--- src/rtl/mem_access_unit.sv ---
// Load/store engine between the multicycle RV32 controller and a word-wide
// unified memory. It performs byte, half and word loads with sign or zero
// extension. Sub-word stores are done by read-modify-write of the full word.
// Completion is signalled by a one-cycle done pulse.
module mem_access_unit #(
  parameter int ADDR_WIDTH = 32,
  parameter int DATA_WIDTH = 32
) (
  input  logic                  clk,
  input  logic                  rst,
  input  logic                  req,
  input  logic                  we,
  input  logic [2:0]            func3,
  input  logic [ADDR_WIDTH-1:0] addr,
  input  logic [DATA_WIDTH-1:0] wdata,
  output logic [DATA_WIDTH-1:0] rdata,
  output logic                  busy,
  output logic                  done,
  output logic                  fault,
  output logic                  mem_req,
  output logic                  mem_we,
  output logic [ADDR_WIDTH-1:0] mem_addr,
  output logic [DATA_WIDTH-1:0] mem_wdata,
  input  logic [DATA_WIDTH-1:0] mem_rdata,
  input  logic                  mem_ack
);

  typedef enum logic [1:0] {IDLE, READ, WRITE, FIN} state_t;

  state_t                state;
  logic [1:0]            a_lo;
  logic [2:0]            f3;
  logic [DATA_WIDTH-1:0] wd;
  logic                  st;

  logic                  bad;
  logic [7:0]            bsel;
  logic [15:0]           hsel;
  logic [DATA_WIDTH-1:0] load_val;
  logic [DATA_WIDTH-1:0] merged;

  // Request decode: illegal func3 for the direction, or misaligned half/word
  always_comb begin
    bad = 1'b0;
    if (we)
      bad = !(func3 == 3'b000 || func3 == 3'b001 || func3 == 3'b010);
    else
      bad = (func3 == 3'b011 || func3[2:1] == 2'b11);
    if (func3[1:0] == 2'b01 && addr[0])
      bad = 1'b1;
    if (func3[1:0] == 2'b10 && addr[1:0] != 2'b00)
      bad = 1'b1;
  end

  // Little-endian lane extraction and extension of the returned word
  always_comb begin
    bsel = mem_rdata[{a_lo, 3'b000} +: 8];
    hsel = mem_rdata[{a_lo[1], 4'b0000} +: 16];
    case (f3)
      3'b000:  load_val = {{(DATA_WIDTH-8){bsel[7]}}, bsel};
      3'b100:  load_val = {{(DATA_WIDTH-8){1'b0}}, bsel};
      3'b001:  load_val = {{(DATA_WIDTH-16){hsel[15]}}, hsel};
      3'b101:  load_val = {{(DATA_WIDTH-16){1'b0}}, hsel};
      default: load_val = mem_rdata;
    endcase
  end

  // Sub-word store merge into the word just read
  always_comb begin
    merged = mem_rdata;
    if (f3[0])
      merged[{a_lo[1], 4'b0000} +: 16] = wd[15:0];
    else
      merged[{a_lo, 3'b000} +: 8] = wd[7:0];
  end

  // Access sequencer with registered outputs
  always_ff @(posedge clk or negedge rst) begin
    if (!rst) begin
      state     <= IDLE;
      a_lo      <= '0;
      f3        <= '0;
      wd        <= '0;
      st        <= 1'b0;
      rdata     <= '0;
      busy      <= 1'b0;
      done      <= 1'b0;
      fault     <= 1'b0;
      mem_req   <= 1'b0;
      mem_we    <= 1'b0;
      mem_addr  <= '0;
      mem_wdata <= '0;
    end else begin
      case (state)
        IDLE: begin
          done  <= 1'b0;
          fault <= 1'b0;
          if (req) begin
            a_lo <= addr[1:0];
            f3   <= func3;
            wd   <= wdata;
            st   <= we;
            busy <= 1'b1;
            if (bad) begin
              state <= FIN;
              done  <= 1'b1;
              fault <= 1'b1;
            end else if (!we || func3 != 3'b010) begin
              state    <= READ;
              mem_req  <= 1'b1;
              mem_we   <= 1'b0;
              mem_addr <= {addr[ADDR_WIDTH-1:2], 2'b00};
            end else begin
              state     <= WRITE;
              mem_req   <= 1'b1;
              mem_we    <= 1'b1;
              mem_addr  <= {addr[ADDR_WIDTH-1:2], 2'b00};
              mem_wdata <= wdata;
            end
          end
        end
        READ: begin
          if (mem_ack) begin
            if (st) begin
              // mem_req stays high straight into the write phase
              state     <= WRITE;
              mem_we    <= 1'b1;
              mem_wdata <= merged;
            end else begin
              state   <= FIN;
              rdata   <= load_val;
              mem_req <= 1'b0;
              done    <= 1'b1;
              fault   <= 1'b0;
            end
          end
        end
        WRITE: begin
          if (mem_ack) begin
            state   <= FIN;
            mem_req <= 1'b0;
            mem_we  <= 1'b0;
            done    <= 1'b1;
            fault   <= 1'b0;
          end
        end
        FIN: begin
          state <= IDLE;
          done  <= 1'b0;
          fault <= 1'b0;
          busy  <= 1'b0;
        end
        default: state <= IDLE;
      endcase
    end
  end

endmodule
--- config.mk ---
export PLATFORM = sky130hd
export DESIGN_NAME = mem_access_unit
export DESIGN_NICKNAME = d
export VERILOG_FILES = /design/src/rtl/mem_access_unit.sv
export SDC_FILE = /design/constraint.sdc
export NUM_CORES = 1
export LEC_CHECK = 0
export CAP_MARGIN = 20
export CORE_MARGIN = 2
export CORE_UTILIZATION = 51
export DETAILED_ROUTE_END_ITERATION = 10
export GPL_ROUTABILITY_DRIVEN = 0
export PLACE_DENSITY = 0.86
export SKIP_LAST_GASP = 1
export SLEW_MARGIN = 10
export SYNTH_ARGS = -nofsm -noshare
export SYNTH_HDL_FRONTEND = slang
export SYNTH_SLANG_ARGS = --single-unit
--- constraint.sdc ---
create_clock -name clk -period 5.46 [get_ports clk]
set_input_delay 0.546 -clock clk [delete_from_list [all_inputs] [get_ports clk]]
set_output_delay 0.546 -clock clk [all_outputs]
set_load 0.02 [all_outputs]
==> flow_summary.yaml <==
status:
  outcome: "completed"
timing:
  hold_viol: 0
  slew_headroom: 0.3318
  finClkSkew_ns: 0.006800
  fmax_mhz: 294.3
  rsz0062_at_grt: "false"
  min_period_ns: 3.398
  finalCritPeriodShare: 0.6224
  tightest_slew_ns: 1.002
  drv_slew: 0
  setup_viol: 0
  tns_ns: 0
synthesis:
  synthArstFlopShare: 1.000
  ys_ff_latch: 123
  syn_inst: 608
  synth_area_leaders: "dfrtp_1 47%, mux2_2 21%, a221oi_1 4.5%, o22ai_1 3.3%, nand2_1 2.7%"
  synth_edf_count: 0
  syn_area_sq_mm: 0.006578
  syn_area_per_cell_sq_um: 10.82
  ys_dominant_reg_cell: "dfrtp_1"
  ys_warn_count: 0
  ys_types: 47
  synth_commonest_cells: "123 x dfrtp_1, 123 x mux2_2, 48 x nand2_1"
  synth-seq-area-share: 0.4679
  netlist.area_leader.share: 0.4679
  yosys.area.top_type: "dfrtp_1"
routing:
  num_vias: 6047
  drt_iter0_drc: 655
  avgRoutedWirePerCell_um: 21.22
  routed_wl_mm: 20.73
  drc: 0
  antenna_left: 0
  vias_per_cell: 6.189
  first_pass_iters: 7
setup_path:
  criticalPathCategory: "reg -> reg"
  reg2reg_setup_slack_ns: 2.06
  worstPathArrival_ns: 3.70
  end_kind: "flop"
  cp.required_ns: 5.76
  cp-start-kind: "flop"
  crit_fanout: 32
clock_network:
  htreeDepth: 4
  cts_tree: "yes"
  cts_resized: 0
  clk_pin_slew_worst_paths_ns: 0.05
  cts_made_buffers: 17
  post-cts-setup-buffers: 0
  cts_buffer_depth: 2
  worstSkewPairLatency_ns: 0.42
  root_buffer: "clkbuf_16"
  cts_sinks: 123
  ctsHoldBuffers: 0
layout:
  diodes: 0
  syn_to_final_growth_pct: 42.10
  utilization: 0.7406
  drive_gt1_frac: 0.2137
  fin_nets: 906
power:
  p_int_mw: 3.719
  ir_worst_vdd_mv: 0.3508
  power.share.combinational: 0.512
  p_per_area_mw_per_mm2: 649.7
  p_leak_nw: 3.831
  pwr-share-clk: 0.199
  p_sw_frac: 0.3875
  seqPwrFrac: 0.289
  total_power_mw: 6.072
  p_switching_mw: 2.353
global_route:
  grt_pass1_vias: 6159
  antenna_found_initial: 0
  grt_overflow: 0
  grt_use_total: 0.2989
  grt_pass1_wl_mm: 32.62
  grt_max_degree: 74
floorplanning:
  chipHeight_um: 117.6
  start_util: 0.5212
  die_x_um: 117.6
  core_area_sq_mm: 0.01262
  dieArea_sq_mm: 0.01382
  ios: 205
  rows: 41
place:
  dp_hpwl_mm: 14.71
  port_buffers: 202
run:
  max_cap_viol_count: 0
hold_path:
  hold_path.class: "in -> async"
final timing paths:
kind / to / cells after the start / start
hold / removal: rdata[6] / 1 / rst
hold reg to reg: rdata[8] / 2 / rdata[8]
setup / recovery: mem_wdata[13] / 6 / state[0]
min in group clk: rdata[8] / 2 / rdata[8]
setup reg to reg: mem_wdata[13] / 6 / state[0]
max in group asynchronous: a_lo[1] / 2 / rst
worst max-delay path, cell delays in order (launching register included):
cell	delay (ns)
dfrtp_1	0.42
inv_1	0.12
ha_1	0.38
nand2_2	0.43
or4_4	0.63
a22oi_4	0.84
mux2_2	0.42
placed cells by master (no fill, tap or decap), types with 2 or more instances in the layout:
| cell type | Yosys | routed |
|---|---|---|
| a32o_1 | 2 | 2 |
| clkbuf_16 | 0 | 18 |
| nand4_1 | 3 | 3 |
| ha_1 | 10 | 10 |
| nor2b_1 | 3 | 3 |
| mux2i_1 | 2 | 2 |
| nor4bb_1 | 3 | 2 |
| nand2b_1 | 8 | 8 |
| a221oi_1 | 34 | 34 |
| o21ai_0 | 10 | 10 |
| nor2_1 | 47 | 47 |
| or2_2 | 2 | 2 |
| clkbuf_1 | 27 | 5 |
| o22ai_1 | 35 | 35 |
| inv_1 | 16 | 16 |
| mux2_2 | 123 | 123 |
| conb_1 | 1 | 2 |
| nand2_1 | 48 | 48 |
| bufinv_16 | 0 | 4 |
| nand3_1 | 32 | 32 |
| clkbuf_8 | 0 | 4 |
| o31ai_1 | 2 | 2 |
| and2_1 | 2 | 2 |
| o221a_2 | 5 | 5 |
| dfrtp_1 | 123 | 122 |
| clkdlybuf4s50_1 | 0 | 201 |
| a21oi_1 | 5 | 5 |
| nand3b_1 | 2 | 2 |
| a31oi_1 | 6 | 6 |
| nor3_1 | 13 | 13 |
| buf_4 | 2 | 4 |
| a211oi_1 | 9 | 9 |
cells by family after synthesis:
kind of cell	synth area share
adders and majority gates	0.01902
buffers and inverters	0.04109
DFF	0.4679
AOI/OAI and AO/OA	0.1351
other	0.0005701
muxes	0.2170
and+or+nand+nor	0.1193
power groups by stage:
stage | logic (mW) | clock network (mW) | registers (mW)
after CTS | 3.06 | 1.21 | 1.74
final | 3.11 | 1.21 | 1.75
after global placement | 2.95 | 0 | 1.72
after floorplan | 1.52 | 0 | 2.06
after detailed placement | 3.04 | 0 | 1.75
after global routing | 3.32 | 1.25 | 1.80
final cells by class:
class                      count  area [sq um]
inverter                      16         60.06
multi-input combinational    424          3239
tap                          172         215.2
fill                         870          3273
clock buffer                  26         499.2
clock inverter                 6         132.6
timing repair buffer         210          2121
sequential                   123          3079
per-stage QoR:
| step | setup WS (ns) | hold WS, ns | instance area (sq um) | instances |
|---|---|---|---|---|
| finish | 2.062 | 0.2513 | 9346 | 977 |
| floorplan | 3.335 | 0.2504 | 6581 | 609 |
| global placement | 1.997 | 0.4623 | 8630 | 940 |
| detailed placement | 1.894 | 0.4654 | 8640 | 941 |
| CTS | 2.096 | 0.2873 | 9271 | 973 |
| global route | 1.821 | 0.3497 | 9346 | 977 |
flip-flops by register name, summed over array words and instances, names as in the netlist:
name	cells
a_lo	2
fault	1
wd	16
mem_req	1
mem_we	1
state	2
done	1
mem_wdata	32
rdata	32
f3	3
mem_addr	30
busy	1
st	1
routing by layer:
| metal | vias up | GRT usage | share of wire |
|---|---|---|---|
| met3 | 87 | 0.09690 | 0.11 |
| li1 | 2628 | - | - |
| met2 | 394 | 0.4766 | 0.47 |
| met1 | 2938 | 0.3666 | 0.37 |
| met5 | - | 0 | 0 |
| met4 | 0 | 0.1483 | 0.045 |
(Power assumes the default switching activity.)
